**src/rtl/uart_cmd_decoder.sv**
```systemverilog
// Merges debounced buttons with single-character UART commands for control_unit,
// applies UART mode toggles to the slide switches, and echoes accepted bytes.
module uart_cmd_decoder #(
  parameter int ECHO_EN = 1
) (
  input  logic       clk,
  input  logic       reset,
  input  logic [7:0] i_rx_data,
  input  logic       i_rx_done,
  input  logic       i_btn_up,
  input  logic       i_btn_down,
  input  logic       i_btn_left,
  input  logic       i_btn_right,
  input  logic       i_sw_watch_select,
  input  logic       i_sw_edit,
  input  logic       i_tx_busy,
  output logic       o_up,
  output logic       o_down,
  output logic       o_left,
  output logic       o_right,
  output logic       o_watch_select,
  output logic       o_edit,
  output logic       o_tx_start,
  output logic [7:0] o_tx_data,
  output logic       o_cmd_err,
  output logic       o_echo_drop
);
  localparam logic ECHO = (ECHO_EN != 0);

  typedef enum logic [1:0] {IDLE, START, WAIT_BUSY, WAIT_DONE} state_t;

  state_t     state;
  logic [1:0] to_cnt;
  logic       pend_valid;
  logic [7:0] pend_data;
  logic       mode_tgl, edit_tgl;

  // Setting bit 5 folds upper case onto lower case; only the two case variants alias.
  logic [7:0] rx_lc;
  logic       is_u, is_d, is_l, is_r, is_m, is_e, is_cmd;
  logic       cmd_bad, buf_free, load, drop;
  logic       mode_nxt, edit_nxt;
  logic [7:0] echo_byte;

  assign rx_lc     = i_rx_data | 8'h20;
  assign is_u      = i_rx_done && (rx_lc == 8'h75);
  assign is_d      = i_rx_done && (rx_lc == 8'h64);
  assign is_l      = i_rx_done && (rx_lc == 8'h6C);
  assign is_r      = i_rx_done && (rx_lc == 8'h72);
  assign is_m      = i_rx_done && (rx_lc == 8'h6D);
  assign is_e      = i_rx_done && (rx_lc == 8'h65);
  assign is_cmd    = is_u | is_d | is_l | is_r | is_m | is_e;
  assign cmd_bad   = i_rx_done && !is_cmd;
  assign echo_byte = is_cmd ? i_rx_data : 8'h3F;

  // The buffer counts as free in START because its entry is handed off that cycle.
  assign buf_free  = !pend_valid || (state == START);
  assign load      = ECHO && i_rx_done && buf_free;
  assign drop      = ECHO && i_rx_done && !buf_free;

  assign mode_nxt  = mode_tgl ^ is_m;
  assign edit_nxt  = edit_tgl ^ is_e;

  always_ff @(posedge clk or posedge reset) begin
    if (reset) begin
      o_up           <= 1'b0;
      o_down         <= 1'b0;
      o_left         <= 1'b0;
      o_right        <= 1'b0;
      o_watch_select <= 1'b0;
      o_edit         <= 1'b0;
      o_tx_start     <= 1'b0;
      o_tx_data      <= 8'h00;
      o_cmd_err      <= 1'b0;
      o_echo_drop    <= 1'b0;
      mode_tgl       <= 1'b0;
      edit_tgl       <= 1'b0;
      pend_valid     <= 1'b0;
      pend_data      <= 8'h00;
      to_cnt         <= 2'd0;
      state          <= IDLE;
    end else begin
      o_up           <= i_btn_up    | is_u;
      o_down         <= i_btn_down  | is_d;
      o_left         <= i_btn_left  | is_l;
      o_right        <= i_btn_right | is_r;
      mode_tgl       <= mode_nxt;
      edit_tgl       <= edit_nxt;
      o_watch_select <= i_sw_watch_select ^ mode_nxt;
      o_edit         <= i_sw_edit ^ edit_nxt;
      o_cmd_err      <= cmd_bad;
      o_echo_drop    <= drop;
      o_tx_start     <= 1'b0;

      if (load) begin
        pend_valid <= 1'b1;
        pend_data  <= echo_byte;
      end else if (state == START) begin
        pend_valid <= 1'b0;
      end

      case (state)
        IDLE: if (ECHO && pend_valid && !i_tx_busy) begin
          state      <= START;
          o_tx_start <= 1'b1;
          o_tx_data  <= pend_data;
        end
        START: begin
          state  <= WAIT_BUSY;
          to_cnt <= 2'd0;
        end
        WAIT_BUSY: begin
          // Give up after four cycles if the transmitter never acknowledges.
          if (i_tx_busy)            state <= WAIT_DONE;
          else if (to_cnt == 2'd3)  state <= IDLE;
          else                      to_cnt <= to_cnt + 2'd1;
        end
        WAIT_DONE: if (!i_tx_busy) state <= IDLE;
        default: state <= IDLE;
      endcase
    end
  end
endmodule

```
**config.mk**
```make
export PLATFORM = sky130hd
export DESIGN_NAME = uart_cmd_decoder
export DESIGN_NICKNAME = d
export VERILOG_FILES = /design/src/rtl/uart_cmd_decoder.sv
export SDC_FILE = /design/constraint.sdc
export NUM_CORES = 1
export LEC_CHECK = 0
export BUFFER_PORTS_ARGS = -buffer_cell sky130_fd_sc_hd__buf_4
export CORE_MARGIN = 2
export CORE_UTILIZATION = 45
export DETAILED_ROUTE_END_ITERATION = 16
export PLACE_DENSITY_LB_ADDON = 0.3
export SYNTH_ARGS = -nofsm -noshare
export SYNTH_HDL_FRONTEND = slang
export SYNTH_SLANG_ARGS = --single-unit
```
**constraint.sdc**
```tcl
create_clock -name clk -period 2.15 [get_ports clk]
set_clock_uncertainty 0.2 [all_clocks]
set_input_delay 0.1075 -clock clk [delete_from_list [all_inputs] [get_ports clk]]
set_output_delay 0.1075 -clock clk [all_outputs]
set_load 0.02 [all_outputs]
```
==> results.txt, run 1 <==
Power Dens Cells -> 856 mW/mm2
Final HPWL DP -> 1730 um
Critical path peak fanout -> 4
Maxcap violations -> 0
Min Hold Slack -> 32.2 ps
Grt ovf -> 0
RSZ-0062 raised after global routing -> no
DR vias -> 983
DR WL/cell -> 13.4 um
Tot Pwr -> 1.59 mW
Diode count -> 0
Initial antenna violation count -> 0
Post-route setup TNS -> 0 ps
Crit path time final -> 2070 ps
H-tree Lvls -> 2
TritonCTS clock tree -> built
DP Worst Slack -> 432 ps
Clk Tree Root Cell -> clkbuf_4
Register area share after synthesis -> 0.609
Worst Setup SP -> i_rx_data[1]
Core Area -> 0.00276 mm2
Vias in the first global route -> 986
Largest net degree at the start of global routing -> 33
Hold Vio Cnt, Final -> 0
Yosys reg bits -> 32
Peak supply drop -> 0.666 mV
Slew headroom -> 0.741
First-pass GRT wire length -> 4510 um
Gpl congestion -> 0.746
Netlist Area Pre-Place -> 0.00132 mm2
Buffers added on ports -> 34
TritonCTS buffer count -> 5
DRT Pass-1 Iters -> 4
Critical path class -> in -> reg
# nets final -> 180
Post-Syn Nets -> 122
Hold Path Origin -> i_rx_data[4]
Chip Width -> 58.1 um
Yosys warning total -> 0
DRT iter0 DRCs -> 24
Post-DRT Antenna Nets -> 0
Pleak -> 0.860 nW
Routed WL -> 2590 um
Worst-Margin Slew -> 389 ps
F_max -> 482 MHz
Share of cells above drive strength 1 -> 0.383
Clock transition at path regs -> 90 ps
Clk_lat worst skew -> 320 ps
P&R area growth vs syn -> 41.5%
DRC viols -> 0
Worst setup EP type -> flip-flop
Worst Hold Class -> in -> reg
Period utilization -> 0.965
Slew Viols, Final -> 0
Mapped Cells -> 103
FF-to-FF Start -> state[1]$_DFFE_PP0P_
Clock sink count -> 32
Critical Path AT -> 2140 ps
Run status -> completed
Gr usage total -> 0.184
Die ar. -> 0.00337 mm2
Vias per cell -> 5.09
Synth Area per Inst -> 12.8 um2
Startpoint types -> input port
Final setup fails -> 0
Num rows -> 19
Setup ws final -> 75.6 ps
Post-synth cell types -> 30
Worst EP required -> 2210 ps
Die span in y -> 58.1 um
Ports -> 35
CTS Buffer Depth -> 2
Starting Density -> 0.477
[through the flow]
| step | area (um2) | utilization | cells |
|---|---|---|---|
| after floorplan | 1320 | - | 103 |
| after global placement | 1620 | 0.589 | 168 |
| after CTS | 1850 | 0.672 | 193 |
| after detailed placement | 1620 | 0.589 | 168 |
| after global routing | 1860 | 0.675 | 193 |
| final | 1860 | 0.675 | 193 |
[kinds of logic (layout without fill, tap and decap cells)]
logic type	count (synthesis)	in the layout	share of synthesized area
xor+xnor	4	4	0.0438
mux	10	10	0.0847
compound gates	19	19	0.101
buf+inv	9	68	0.0276
fa+ha+maj	1	1	0.00951
simple gates	28	28	0.125
flops	32	32	0.609
[routing by layer]
metal	GRT usage	wire length, um	vias up
met2	0.292	1360	29
met1	0.229	1070	475
met3	0.0647	120	4
li1	-	-	475
met4	0.0797	45	0
met5	0	0	-
[cells in the mapped netlist]
library cell	count	area, um2
buf_2	2	10.0
nor3b_1	2	15.0
inv_1	6	22.5
dfrtp_1	32	801
a41o_1	1	10.0
nor2b_1	2	12.5
nand3b_1	1	7.51
nor2_1	11	41.3
or3b_4	1	11.3
o21ai_0	3	15.0
a21oi_2	1	8.76
o31a_1	1	8.76
nor4b_1	1	8.76
nor3_1	1	5.00
clkbuf_1	1	3.75
nor4_4	1	21.3
ha_1	1	12.5
xor3_1	1	23.8
nand2_1	6	22.5
a31o_2	2	17.5
nor4_2	1	12.5
xor2_2	1	16.3
mux2i_1	1	10.0
mux2_2	9	101
a31oi_1	6	37.5
nand2b_1	1	6.26
xor2_1	2	17.5
a21o_1	3	22.5
o21bai_1	1	7.51
a21oi_1	1	5.00
[where the power goes]
group	switching, mW	internal, mW
Sequential	0.0823	0.702
Combinational	0.226	0.236
Clock	0.184	0.161
Total	0.493	1.10
[timing repair]
action | CTS | global route
endpoints found under the hold margin | 51 | 0
resized for setup | 0 | 2
setup buffers | 0 | 0
setup endpoints to repair | 0 | 3
hold buffers | 17 | 0
[layout by cell type (no fill, tap or decap), types with 2 or more instances in the layout]
master,Yosys,layout
clkbuf_4,0,5
o21ai_0,3,3
buf_4,0,37
mux2_2,9,9
dlygate4sd3_1,0,17
dfrtp_1,32,32
xor2_1,2,2
a31oi_1,6,6
nor2_1,11,10
clkbuf_1,1,2
nor2b_1,2,2
a21o_1,3,3
inv_1,6,6
a31o_2,2,2
nand2_1,6,6
[worst max-delay path: stages]
cell and delay [ps]:
dlygate4sd3_1 540, buf_4 150, or3b_4 430, nor2_2 200, a31o_2 180, dlygate4sd3_1 530
[layout make-up]
class                      count  area, um2
sequential                    32        801
fill                         223        897
multi-input combinational     62        492
inverter                       6       22.5
tap                           31       38.8
timing repair buffer          54        448
clock buffer                   8       58.8
[sequential cells by signal (all words and copies together) (netlist names)]
name,flops
o_tx_data,8
pend_data,8
state,2
to_cnt,2
edit_tgl,1
mode_tgl,1
o_cmd_err,1
o_down,1
o_echo_drop,1
o_edit,1
o_left,1
o_right,1
o_tx_start,1
o_up,1
o_watch_select,1
pend_valid,1
[worst paths after layout]
path / endpoint / slack, ps / cells past startpoint
max: o_left$_DFF_PP0_ / 80 / 6
min: pend_data[4]$_DFFE_PP0P_ / 30 / 4
max reg2reg: o_tx_data[0]$_DFFE_PP0P_ / 510 / 3
min reg2reg: edit_tgl$_DFF_PP0_ / 280 / 1
max in group asynchronous: to_cnt[1]$_DFFE_PP0P_ / 1250 / 4
min in group asynchronous: state[1]$_DFFE_PP0P_ / 220 / 4
(Power assumes the default switching activity.)
==> inputs of run 2 (changes only) <==
--- a/config.mk
+++ b/config.mk
@@ -10,6 +10,7 @@
 export CORE_UTILIZATION = 45
 export DETAILED_ROUTE_END_ITERATION = 16
 export PLACE_DENSITY_LB_ADDON = 0.3
+export REMOVE_ABC_BUFFERS = 1
 export SYNTH_ARGS = -nofsm -noshare
 export SYNTH_HDL_FRONTEND = slang
 export SYNTH_SLANG_ARGS = --single-unit
==> run 2 against run 1 <==
  * Flip-flop and latch count unchanged
  * Power up 7.2%
  * Global-route usage up 1.8 points
  * First-iteration DRC count up 29%
==> results.txt, run 2 (synthesis gave the netlist of run 1 again) <==
Grt ovf -> 0
Final HPWL DP -> 1930 um
Cell Count, Final, Fillers Out -> 194
Critical Path AT -> 2170 ps
DRC viols -> 0
Vias per cell -> 5.15
DRT Pass-1 Iters -> 4
Min-Delay Endpoint -> mode_tgl$_DFF_PP0_
Critical path peak fanout -> 4
Routed WL -> 2910 um
Crit path cell chain -> dlygate4sd3_1, buf_4, nand3b_1, nor3b_2, a41o_1, dlygate4sd3_1
Clock sink count -> 32
Die ar. -> 0.00337 mm2
CP most frequent cell -> dlygate4sd3_1
Ports -> 35
Clk Tree Root Cell -> clkbuf_4
R2R depth -> 3
Final setup fails -> 0
P&R area growth vs syn -> 43.6%
Largest net degree at the start of global routing -> 33
Min Hold Slack -> 48.4 ps
Startpoint types -> input port
Starting Density -> 0.477
DR vias -> 999
Worst Hold Path Cells -> 4
DP Cell Count -> 168
Gr usage total -> 0.202
Final Core Density -> 0.685
DR WL/cell -> 15.0 um
TritonCTS buffer count -> 5
Clk_lat worst skew -> 330 ps
Largest registers -> o_tx_data: 8 flops, pend_data: 8 flops
Peak supply drop -> 0.797 mV
Slew headroom -> 0.726
Worst EP required -> 2220 ps
Num rows -> 19
Power Dens Cells -> 905 mW/mm2
Most frequent cells in the layout -> buf_4 (37), dfrtp_1 (32), dlygate4sd3_1 (18), nor2_1 (10), mux2_2 (9)
Maxcap violations -> 0
# nets final -> 181
DRT iter0 DRCs -> 31
H-tree Lvls -> 2
Reg2reg end -> o_tx_data[1]$_DFFE_PP0P_
Hold Path Origin -> i_rx_data[4]
Worst path slowest cell -> dlygate4sd3_1
Share of cells above drive strength 1 -> 0.387
Most common cell after layout, fill and taps aside -> buf_4
TritonCTS clock tree -> built
Vias in the first global route -> 1112
Gpl congestion -> 0.744
Postcts setup bufs -> 0
Slew Viols, Final -> 0
Worst Hold Class -> in -> reg
Core Area -> 0.00276 mm2
Period utilization -> 0.975
Run status -> completed
Clock transition at path regs -> 100 ps
Chip Width -> 58.1 um
Crit path buf inv count -> 3
Worst-Margin Slew -> 408 ps
FF-to-FF Start -> state[1]$_DFFE_PP0P_
Critical path class -> in -> reg
CP max stage delay -> 560 ps
Hold Vio Cnt, Final -> 0
Crit path time final -> 2100 ps
Initial antenna violation count -> 0
Die span in y -> 58.1 um
F_max -> 477 MHz
Diode count -> 0
Worst setup EP type -> flip-flop
Reg-to-reg slack, setup -> 480 ps
Largest delay contributor family on the critical path -> buffers and inverters
Pleak -> 0.876 nW
First-pass GRT wire length -> 5010 um
Fillers -> 211
Buffers added on ports -> 34
Post-DRT Antenna Nets -> 0
CTS Buffer Depth -> 2
==> run 2: worst max path at each step <==
stage | startpoint | to | slack (ps) | cells after the start
after floorplan | state[1]$_DFFE_PP0P_ | o_tx_data[0]$_DFFE_PP0P_ | -160 | 2
after global placement | state[1]$_DFFE_PP0P_ | o_tx_data[2]$_DFFE_PP0P_ | 530 | 3
after detailed placement | i_rx_data[7] | pend_data[0]$_DFFE_PP0P_ | 450 | 5
after CTS | i_rx_done | o_up$_DFF_PP0_ | 40 | 6
after global routing | i_rx_done | o_up$_DFF_PP0_ | -8 | 6
final | i_rx_done | o_up$_DFF_PP0_ | 50 | 6
==> run 2: tightest hold or removal path, delay by kind of cell <==
kind,cells,cell delay [ps]
xor gates and xnor gates,1,150
buffers and inverters,1,80
and+or+nand+nor,2,200
==> run 2: power by group <==
| part | switching, mW | internal [mW] |
|---|---|---|
| clock network | 0.203 | 0.244 |
| logic | 0.235 | 0.238 |
| registers | 0.0856 | 0.702 |
| total | 0.524 | 1.18 |
==> run 2: stage by stage <==
stage / TNS (ps) / worst slack (ps) / cell area (um2) / power, mW
6_report: 0 / 53.0 / 1890 / 1.71
5_1_grt: -7.95 / -7.95 / 1890 / 1.80
4_1_cts: 0 / 43.1 / 1880 / 1.71
3_5_place_dp: 0 / 449 / 1620 / 1.25
3_3_place_gp: 0 / 529 / 1620 / 1.22
2_1_floorplan: -1320 / -165 / 1300 / 1.05
==> run 2: layer usage <==
layer	vias to the layer above	GRT usage	wire length, um	share of wire
met4	0	0.0698	43	0.015
met1	488	0.230	1150	0.40
li1	477	-	-	-
met2	27	0.344	1560	0.54
met5	-	0	0	0
met3	7	0.0804	156	0.054
==> run 2: area by class of cell <==
type                            instances  area [um2]  share of cell area
Sequential cell                        32         801               0.424
Multi-Input combinational cell         62         492               0.260
Timing Repair Buffer                   55         458               0.243
Clock buffer                            6        41.3              0.0219
Tap cell                               31        38.8              0.0205
Clock inverter                          2        35.0              0.0186
Inverter                                6        22.5              0.0119
==> run 2: what timing repair did <==
action	CTS	global route
hold buffers	18	0
gates resized for setup	0	2
endpoints found under the setup margin	0	3
endpoints found under the hold margin	50	0
